==> src/rtl/afg_dac_pkg.sv <==
// Shared constants and helpers for the DAC output path.
package afg_dac_pkg;

  localparam int DW = 12;
  localparam logic [DW-1:0] MIDSCALE = {1'b1, {(DW-1){1'b0}}};
  localparam int RATE_W = 16;

  // Occupancy counter width: one extra bit so a completely full FIFO is representable
  function automatic int level_w(input int depth);
    return $clog2(depth) + 1;
  endfunction

endpackage

==> src/rtl/sample_fifo.sv <==
// Synchronous sample FIFO with extra-MSB pointers for full/empty disambiguation.
module sample_fifo #(
  parameter int DEPTH = 8,
  parameter int DW    = 12
) (
  input  logic                     clk,
  input  logic                     reset,
  input  logic                     push,
  input  logic [DW-1:0]            push_data,
  input  logic                     pop,
  output logic [DW-1:0]            pop_data,
  output logic                     full,
  output logic                     empty,
  output logic [$clog2(DEPTH):0]   level
);

  localparam int AW = $clog2(DEPTH);

  logic [DW-1:0] mem [DEPTH];
  logic [AW:0]   wr_ptr;
  logic [AW:0]   rd_ptr;
  logic          do_push;
  logic          do_pop;

  assign do_push  = push & ~full;
  assign do_pop   = pop & ~empty;
  assign empty    = (wr_ptr == rd_ptr);
  assign full     = (wr_ptr[AW] != rd_ptr[AW]) && (wr_ptr[AW-1:0] == rd_ptr[AW-1:0]);
  assign level    = wr_ptr - rd_ptr;
  assign pop_data = mem[rd_ptr[AW-1:0]];

  // Pointer advance; the MSB toggles on each wrap so full and empty stay distinct
  always_ff @(posedge clk) begin
    if (reset) begin
      wr_ptr <= '0;
      rd_ptr <= '0;
    end else begin
      if (do_push) wr_ptr <= wr_ptr + 1'b1;
      if (do_pop)  rd_ptr <= rd_ptr + 1'b1;
    end
  end

  // Storage write; contents need no reset because the pointers gate every read
  always_ff @(posedge clk) begin
    if (do_push) mem[wr_ptr[AW-1:0]] <= push_data;
  end

endmodule

==> src/rtl/dac_output_path.sv <==
// Paces buffered samples out to the DAC pins at a programmable rate through a fixed-latency pipeline.
module dac_output_path #(
  parameter int DW          = afg_dac_pkg::DW,
  parameter int FIFO_DEPTH  = 8,
  parameter int PIPE_STAGES = 4,
  parameter bit TWOS_COMP   = 1'b0,
  parameter bit UF_MIDSCALE = 1'b0
) (
  input  logic                                        clk,
  input  logic                                        reset,
  input  logic [DW-1:0]                               din,
  input  logic                                        din_valid,
  output logic                                        din_ready,
  input  logic                                        enable,
  input  logic [afg_dac_pkg::RATE_W-1:0]              rate_div,
  input  logic                                        clear_flags,
  output logic [DW-1:0]                               dout,
  output logic                                        dac_wrt,
  output logic                                        underflow,
  output logic [afg_dac_pkg::level_w(FIFO_DEPTH)-1:0] level
);

  import afg_dac_pkg::*;

  localparam logic [DW-1:0] MID = {1'b1, {(DW-1){1'b0}}};

  logic              full;
  logic              empty;
  logic              push;
  logic              pop;
  logic              tick;
  logic [DW-1:0]     stored;
  logic [DW-1:0]     head;
  logic [DW-1:0]     last_sample;
  logic [DW-1:0]     stage1_data;
  logic [RATE_W-1:0] cnt;
  logic [DW-1:0]     pipe_data [PIPE_STAGES];
  logic [PIPE_STAGES-1:0] pipe_valid;

  // Ready comes from the registered full flag only, so a same-cycle pop never frees a slot for a push
  assign din_ready = ~full & ~reset;
  assign push      = din_valid & din_ready;
  assign stored    = TWOS_COMP ? {~din[DW-1], din[DW-2:0]} : din;
  assign tick      = enable && (cnt == rate_div);
  assign pop       = tick & ~empty;

  sample_fifo #(
    .DEPTH (FIFO_DEPTH),
    .DW    (DW)
  ) u_fifo (
    .clk       (clk),
    .reset     (reset),
    .push      (push),
    .push_data (stored),
    .pop       (pop),
    .pop_data  (head),
    .full      (full),
    .empty     (empty),
    .level     (level)
  );

  // Underflow ticks still rewrite the DAC, with either the previous sample or midscale
  always_comb begin
    stage1_data = last_sample;
    if (pop)              stage1_data = head;
    else if (UF_MIDSCALE) stage1_data = MID;
  end

  // Rate divider; a count already past rate_div simply runs on and wraps
  always_ff @(posedge clk) begin
    if (reset)       cnt <= '0;
    else if (!enable) cnt <= '0;
    else if (tick)   cnt <= '0;
    else             cnt <= cnt + 1'b1;
  end

  // Sticky underflow flag; a new underflow wins over a simultaneous clear
  always_ff @(posedge clk) begin
    if (reset)               underflow <= 1'b0;
    else if (tick && empty)  underflow <= 1'b1;
    else if (clear_flags)    underflow <= 1'b0;
  end

  // Remember the most recent popped sample for the hold-last underflow policy
  always_ff @(posedge clk) begin
    if (reset)    last_sample <= MID;
    else if (pop) last_sample <= head;
  end

  // Fixed-length shift chain so latency never depends on the sample rate
  always_ff @(posedge clk) begin
    if (reset) begin
      pipe_valid <= '0;
      for (int i = 0; i < PIPE_STAGES; i++) pipe_data[i] <= MID;
    end else begin
      pipe_valid[0] <= tick;
      pipe_data[0]  <= stage1_data;
      for (int i = 1; i < PIPE_STAGES; i++) begin
        pipe_valid[i] <= pipe_valid[i-1];
        pipe_data[i]  <= pipe_data[i-1];
      end
    end
  end

  // Output register: DAC data holds between writes, strobe marks each update
  always_ff @(posedge clk) begin
    if (reset) begin
      dout    <= MID;
      dac_wrt <= 1'b0;
    end else begin
      dac_wrt <= pipe_valid[PIPE_STAGES-1];
      if (pipe_valid[PIPE_STAGES-1]) dout <= pipe_data[PIPE_STAGES-1];
    end
  end

endmodule

==> config.mk <==
export PLATFORM = sky130hd
export DESIGN_NAME = dac_output_path
export DESIGN_NICKNAME = d
export VERILOG_FILES = /design/src/rtl/afg_dac_pkg.sv /design/src/rtl/sample_fifo.sv /design/src/rtl/dac_output_path.sv
export SDC_FILE = /design/constraint.sdc
export NUM_CORES = 1
export LEC_CHECK = 0
export ABC_AREA = 1
export CORE_ASPECT_RATIO = 0.5
export CORE_MARGIN = 8
export CORE_UTILIZATION = 50
export DETAILED_ROUTE_END_ITERATION = 8
export HOLD_SLACK_MARGIN = 0.08
export PLACE_DENSITY = 0.76
export SLEW_MARGIN = 20
export SYNTH_ARGS = -nofsm -noshare
export SYNTH_HDL_FRONTEND = slang
export SYNTH_SLANG_ARGS = --single-unit
==> constraint.sdc <==
create_clock -name clk -period 2.76 [get_ports clk]
set_input_delay 0.69 -clock clk [delete_from_list [all_inputs] [get_ports clk]]
set_output_delay 0.69 -clock clk [all_outputs]
set_load 0.005 [all_outputs]
; ---- After elaboration in Yosys (flattened, before gate mapping)
; Memory sizes are Yosys's and may differ from the RTL's. A register that Yosys moved wholly into a read port is not among the register bits.
; Index checks and enable logic that the tools add are counted.
[word_totals]
memories = 2
word_cells = 49
ramBits = 144
out_inout_bits = 19
regBits = 42
input_bits = 33
[op_classes]
addsub = 4
n_reduce_logical = 5
n_bitwise = 13
muxes = 14
eq_ne = 4
[mem_list]
columns = name, words, word_bits, read_ports, rd_ports_with_merged_regs, write_ports, line
row1 = u_fifo.mem, 8, 12, 1, 1, 1, sample_fifo.sv:19  ; logic [DW-1:0] mem [DEPTH];
row2 = pipe_data, 4, 12, 4, 1, 4, dac_output_path.sv:37  ; logic [DW-1:0] pipe_data [PIPE_STAGES];
[ops]
columns = cell, count
row1 = 12-bit 2-to-1 mux, 5
row2 = "16-bit by 1-bit adder with 16-bit output, second input constant", 1
row3 = 16-bit equality test, 1
row4 = "4-bit by 1-bit adder with 4-bit output, second input constant", 2
row5 = 1-bit 2-to-1 mux, 7
row6 = 3-bit 2-to-1 mux, 2
row7 = 1-bit bitwise AND, 5
row8 = 4-bit equality test, 1
row9 = 1-bit inverter, 4
row10 = 1-bit bitwise OR, 4
row11 = 4-bit subtractor, 1
row12 = 3-bit equality test, 1
row13 = 1-bit logical AND, 3
row14 = 3-bit OR reduction, 1
row15 = 2-bit nonzero test, 1
row16 = 1-bit inequality test, 1

; ---- Logic depth before layout (Yosys ltp)
; Gate-level depths: netlist (run 1).
[logic_depth]
word_depth = 8
depth_mapped = 12
ltp_nobuf = 10

; ---- Hierarchy
; From an unflattened synthesis (run 1), not the netlist that was laid out.
[hier_totals]
cells_unflattened = 841
hier_area_um2 = 7766.2
[by_module_without_submodules]
columns = mod, instances, area_each_um2, cells_per_inst
row1 = sample_fifo, 1, 4470.5, 394
row2 = dac_output_path, 1, 3295.7, 447

; ---- Least setup slack after synthesis (run 1)
; OpenSTA, ideal clock, no wires.
[synth_path]
path_kind = flip-flop to flip-flop
from = reg u_fifo.rd_ptr[2]
to = mem u_fifo.mem[6][0], enable pin
setup_time_ns = 0.396
path_stages_with_launch = 8
synth_period_minus_slack_ns = 2.550
setup_slack_ns = 0.210
arrival_ns = 2.154
path_cell_list = dfxtp_1 -> inv_1 -> ha_1 -> inv_1 -> nor3_1 -> a21oi_1 -> nand3_1 -> nor3_1
[synth_between]
elab_chain_cells = 8
[synth_rtl]
columns = item, line
row1 = from (decl), sample_fifo.sv:21  ; logic [AW:0] rd_ptr;
row2 = from (signal assigned), sample_fifo.sv:39  ; if (do_pop) rd_ptr <= rd_ptr + 1'b1;
row3 = 3-bit equality test, sample_fifo.sv:28  ; assign full = (wr_ptr[AW] != rd_ptr[AW]) && (wr_ptr[AW-1:0] == rd_ptr[AW-1:0]);
row4 = 1-bit logical AND, sample_fifo.sv:28
row5 = 1-bit inverter, dac_output_path.sv:41  ; assign din_ready = ~full & ~reset;
row6 = 1-bit bitwise AND, dac_output_path.sv:41
row7 = net din_ready, dac_output_path.sv:13  ; output logic din_ready,
row8 = 1-bit bitwise AND, dac_output_path.sv:42  ; assign push = din_valid & din_ready;
row9 = 1-bit bitwise AND, sample_fifo.sv:25  ; assign do_push = push & ~full;
row10 = 1-bit 2-to-1 mux, sample_fifo.sv:45  ; if (do_push) mem[wr_ptr[AW-1:0]] <= push_data;
row11 = 1-bit 2-to-1 mux (implied by the code), sample_fifo.sv:45
row12 = to (decl), sample_fifo.sv:19
; The timed path passes the listed nets, and every way through them passes these cells.

; ---- Final worst setup path (run 1)
[layout_path]
from = reg u_fifo.wr_ptr[0]
to = out level[1] in the netlist's numbering
[layout_between]
elab_chain_cells = 1
[layout_rtl]
columns = item, line
row1 = from (decl), sample_fifo.sv:20  ; logic [AW:0] wr_ptr;
row2 = from (signal assigned), sample_fifo.sv:38  ; if (do_push) wr_ptr <= wr_ptr + 1'b1;
row3 = 4-bit subtractor, sample_fifo.sv:29  ; assign level = wr_ptr - rd_ptr;
row4 = to (decl), dac_output_path.sv:20  ; output logic [afg_dac_pkg::level_w(FIFO_DEPTH)-1:0] level
; Every way passes these cells.

==> results.tsv, run 1 <==
metric	value	unit
syn_area	7650	um^2
row_count	32	
required	2.07	ns
dieArea	19800	um^2
cp_cell_sequence	inv_2 > ha_4 > fa_2 > inv_1 > clkdlybuf4s50_1	
combPwrFrac	0.038	
finalHoldViolCount	0	
fmax	369	MHz
cellPowerDensity	625	nW/um^2
cp-start-kind	register	
finalSetupViolCount	0	
syn_to_final_growth	18.4	%
ant_nets	0	
synth_edf_count	96	
slowest_delay	0.52	ns
antenna_cells	0	
dp_cells	1055	
fillCellCount	1190	
cts_tree	done	
synth_top_cells_by_area	edfxtp_1 (38%), dfxtp_1 (24%), nor2_1 (9.5%), nand2_1 (5.3%), inv_1 (4.4%)	
viasPerCell	5.06	
cts.clk_slew.worst_paths	0.08	ns
io_pins	52	
synth.most_common_cell	nor2_1	
finalNonFillerCells	1089	
power_switching	1360	uW
insertion_delay	0.43	ns
clock_skew	0.0150	ns
grt_pass1_wl	26700	um
final_core_util	0.597	
cp_data_arrival_time	2.02	ns
clock_path_buffers	2	
via_count	5515	
cts.root.buffer_cell	clkbuf_16	
cts.sinks	189	
fin_crit	2.71	ns
gp_congestion	0.839	
ys_types	35	
yosysSeqAreaShare	0.620	
register_area	4750	um^2
grt_start_max_net_pins	50	
drive_gt1_frac	0.101	
whs	0.402	ns
core_area	15200	um^2
clock_power_share	0.437	
final_net_count	912	
drcViolationCount	0	
worst_pin_slew	0.597	ns
slowest_stage	fa_2	
hpwl	10300	um
synth_commonest_cells	nor2_1 (193), nand2_1 (107), edfxtp_1 (96), dfxtp_1 (93), inv_1 (89)	
cts_buffers	17	
drv_cap	0	
async_flop_share	0	
synth.avg_cell_area	9.40	um^2
end_kind	output port	
synth_cells	814	
grt.total_usage	0.171	
crit_type	reg -> out	
worst-path-max-fanout	3	
synth_top_area_share	0.377	
max_slew_margin	0.602	
ys_warn_count	0	
ys_seq_elements	189	
power.leakage	0.00348	uW
dieHeight	103	um
antenna_found_initial	0	
grt_overflow_total	0	
grt_pass1_vias	5414	
first_iter_violations	605	
synth-main-ff-cell	edfxtp_1	
p_int	4290	uW
io_buffer_count	51	
switching_share	0.241	
htreeDepth	4	
ir_drop	489	uV
period_share	0.982	
multi_input_area	2450	um^2
post_drt_wl_per_cell	14.8	um
first_pass_iters	6	
synth_fp_nets	854	
start_util	0.504	
synth_largest_area_cell	edfxtp_1	
holdCritPathClass	reg -> reg	
wl	16200	um
power_frac_seq	0.525	
maxSlewViolCount	0	
fp.dieW	191	um
status	finished, final reports clean	
setup_tns	0	ns
[what timing repair did]
item	4_1_cts	5_1_grt
gates resized for setup	12	4
hold buffers	0	0
pin swaps	0	1
setup buffers	0	2
endpoints found under the setup margin	4	2
[sequential cells by signal, summed over array words and instances, names as in the netlist, named ones only]
name           count
u_fifo.mem        96
pipe_data         48
cnt               16
dout              12
pipe_valid         4
u_fifo.rd_ptr      4
u_fifo.wr_ptr      4
dac_wrt            1
underflow          1
[power by group through the flow]
stage	clock network (uW)	registers, uW	logic [uW]
floorplan	0	3030	102
global placement	0	3030	205
detailed placement	0	3040	209
CTS	2500	2970	212
global route	2630	2970	239
finish	2470	2970	216
[critical path: cells and delay by family (launching register included)]
| kind | cells | cell delay, ns |
|---|---|---|
| flip-flops | 1 | 0.35 |
| adder cells (fa/ha/maj) | 2 | 0.68 |
| buffers and inverters | 3 | 0.54 |
[through the flow]
stage               power [uW]  area (um^2)  setup WS, ns
floorplan                 3140         7650         0.210
global placement          3240         8400         0.246
detailed placement        3240         8400         0.184
CTS                       5680         9030       0.00139
global route              5840         9060       -0.0175
finish                    5660         9060        0.0501
[final cells by class]
type	count	area share
flip-flops and latches	189	0.525
clock inverters	15	0.0189
clock buffers	17	0.0470
well taps	204	0.0282
multi-input cells	499	0.270
repair buffers	70	0.0713
inverters	95	0.0395
[layout by cell type, fill, tap and decap left out, types with 2 or more instances in the layout]
cell type        count
nand3b_1             2
clkbuf_16           17
nand3_1             17
nor2_1             193
inv_1               88
inv_2                6
clkdlybuf4s50_1     48
nor3_1               8
inv_6                6
dfxtp_1             88
ha_1                 4
o21ai_0             62
dfxtp_2              4
nor2_2               2
nand2_2              8
or2_2                4
xnor2_1              6
o22ai_1              2
edfxtp_1            96
o211ai_1            22
nand2_1            107
xor2_1              15
ha_4                 2
a21oi_1             23
nand4_1             11
inv_12               3
inv_8                4
dlygate4sd2_1        2
buf_4               19
[cell families after synthesis]
kind of cell / synth area share
xor+xnor: 0.0240
fa+ha+maj: 0.0124
flops: 0.620
simple gates: 0.197
compound gates: 0.0815
buf+inv: 0.0651
[final timing paths]
kind | startpoint | to | slack (ns) | cells after the start
worst max register to register | u_fifo.rd_ptr[2] | u_fifo.mem[1][10] | 0.63 | 11
worst max-delay path | u_fifo.wr_ptr[0] | level[1] | 0.05 | 5
worst min register to register | pipe_data[2][3] | pipe_data[3][3] | 0.40 | 2
worst min-delay path | pipe_data[2][3] | pipe_data[3][3] | 0.40 | 2
[metal layers]
layer	routed length, um	global-route usage
met5	0	0
met4	127	0.0456
met3	887	0.0402
met2	7610	0.289
met1	7530	0.220
(Power assumes the default switching activity.)
==> run 2, diff against run 1 <==
- GPL_TIMING_DRIVEN: default -> 0
==> run 2 against run 1 <==
  * Combinational power rose by 3%
  * Critical path depth did not move
  * Cell area rose by 1.3%
  * Wire length rose by 9.4%
  * Maximum frequency rose by 1.4%
  * Critical endpoint unchanged
  * Largest power group unchanged
  * Highest routed layer unchanged
==> results.tsv, run 2 (synthesis gave the netlist of run 1 again) <==
metric	value	unit
status	finished, final reports clean	
final_core_util	0.605	
maxSlewViolCount	0	
grt_pass1_wl	27800	um
antenna_found_initial	0	
cp_cell_sequence	inv_2 > ha_2 > fa_1 > inv_1 > clkdlybuf4s50_1	
postCtsHoldBufs	0	
worstHoldStart	pipe_data[2][6]	
slowest_delay	0.50	ns
drv_cap	0	
hpwl	11400	um
wl	17700	um
finalNonFillerCells	1106	
power	5890	uW
cts_buffers	17	
core_area	15200	um^2
cts.clk_slew.worst_paths	0.07	ns
fmax	374	MHz
fin_crit	2.67	ns
final_net_count	929	
cp_data_arrival_time	1.98	ns
dieArea	19800	um^2
worst-path-max-fanout	3	
htreeDepth	4	
worst_pin_slew	0.835	ns
crit_family	buffers and inverters	
via_count	5688	
finalHoldViolCount	0	
gp_congestion	0.860	
end_kind	output port	
clock_skew	0.0162	ns
largest_reg_flops	96	
max_slew_margin	0.443	
grt_start_max_net_pins	19	
mostFrequentLayoutCell	nor2_1	
start_util	0.504	
crit_type	reg -> out	
io_buffer_count	51	
cts_tree	done	
cts.root.buffer_cell	clkbuf_16	
post-place-ws	-0.241	ns
clock_path_buffers	2	
syn_to_final_growth	19.9	%
rr_startpoint	u_fifo.rd_ptr[1]	
fp.dieW	191	um
cellPowerDensity	642	nW/um^2
insertion_delay	0.43	ns
viasPerCell	5.14	
grt.total_usage	0.183	
first_iter_violations	513	
setup_slack	0.0878	ns
grt_pass1_vias	5470	
first_pass_iters	5	
dieHeight	103	um
ir_drop	509	uV
cp-start-kind	register	
row_count	32	
required	2.07	ns
final_cell_mix	nor2_1 (186), nand2_1 (107), edfxtp_1 (96)	
holdCritPathClass	reg -> reg	
post_drt_wl_per_cell	16.0	um
drcViolationCount	0	
startpoint	u_fifo.wr_ptr[0]	
finalSetupViolCount	0	
dp_cells	1071	
rsz0062_at_grt	no	
slowest_stage	clkdlybuf4s50_1	
period_share	0.968	
fillCellCount	1210	
power.leakage	0.00350	uW
antenna_cells	0	
critPathBufInv	3	
grt_overflow_total	0	
io_pins	52	
drive_gt1_frac	0.102	
cts.sinks	189	
ant_nets	0	
[run 2: cell count changes in the layout (fill, tap and decap cells not counted), sizes merged]
cell	before	now
bufinv	0	4
inv	107	100
clkbuf	17	38
buf	20	15
clkinvlp	0	2
clkinv	3	4
dlymetal6s2s	0	1
[run 2: report_power, final]
group          switching (uW)  internal (uW)
sequential               7.98           2960
clock                    1140           1550
combinational             133           90.3
total                    1280           4610
[run 2: worst paths after layout]
check                                   endpoint  slack, ns  cells past startpoint
worst max-delay path                    level[1]       0.09                      5
worst min-delay path             pipe_data[3][6]       0.40                      2
worst max register to register  u_fifo.mem[3][4]       0.27                      9
worst min register to register   pipe_data[3][6]       0.40                      2
[run 2: cell type report]
type / instances / area, um^2 / area share
timing repair buffer: 56 / 556 / 0.0606
buffer: 31 / 141 / 0.0154
clock inverter: 15 / 224 / 0.0244
clock buffer: 17 / 425 / 0.0464
multi-input combinational: 499 / 2460 / 0.269
inverter: 95 / 357 / 0.0389
tap: 204 / 255 / 0.0278
sequential: 189 / 4750 / 0.518
[run 2: what timing repair did]
item | CTS | global route
gates resized for setup | 8 | 11
pin swaps | 0 | 1
setup buffers | 0 | 3
setup endpoints to repair | 4 | 3
hold endpoints to repair | 0 | 0
[run 2: per-layer routing]
metal | track usage | wire length, um | vias up
met5 | 0 | 0 | -
met4 | 0.0859 | 357 | 0
met3 | 0.0432 | 1260 | 34
met2 | 0.297 | 8170 | 211
met1 | 0.231 | 7890 | 2648
li1 | - | - | 2795
[run 2: metrics by stage]
step | hold WS [ns] | TNS [ns] | instance area [um^2]
finish | 0.396 | 0 | 9170
global route | 0.420 | 0 | 9170
CTS | 0.402 | 0 | 9120
detailed placement | 0.394 | -12.40 | 8460
global placement | 0.390 | -49.98 | 8410
floorplan | 0.388 | 0 | 7650
[run 2: tightest hold or removal path: cells and delay by family, from the launching register on]
kind	cells	cell delay, ns
flops	1	0.30
buf+inv	1	0.04
simple gates	1	0.03
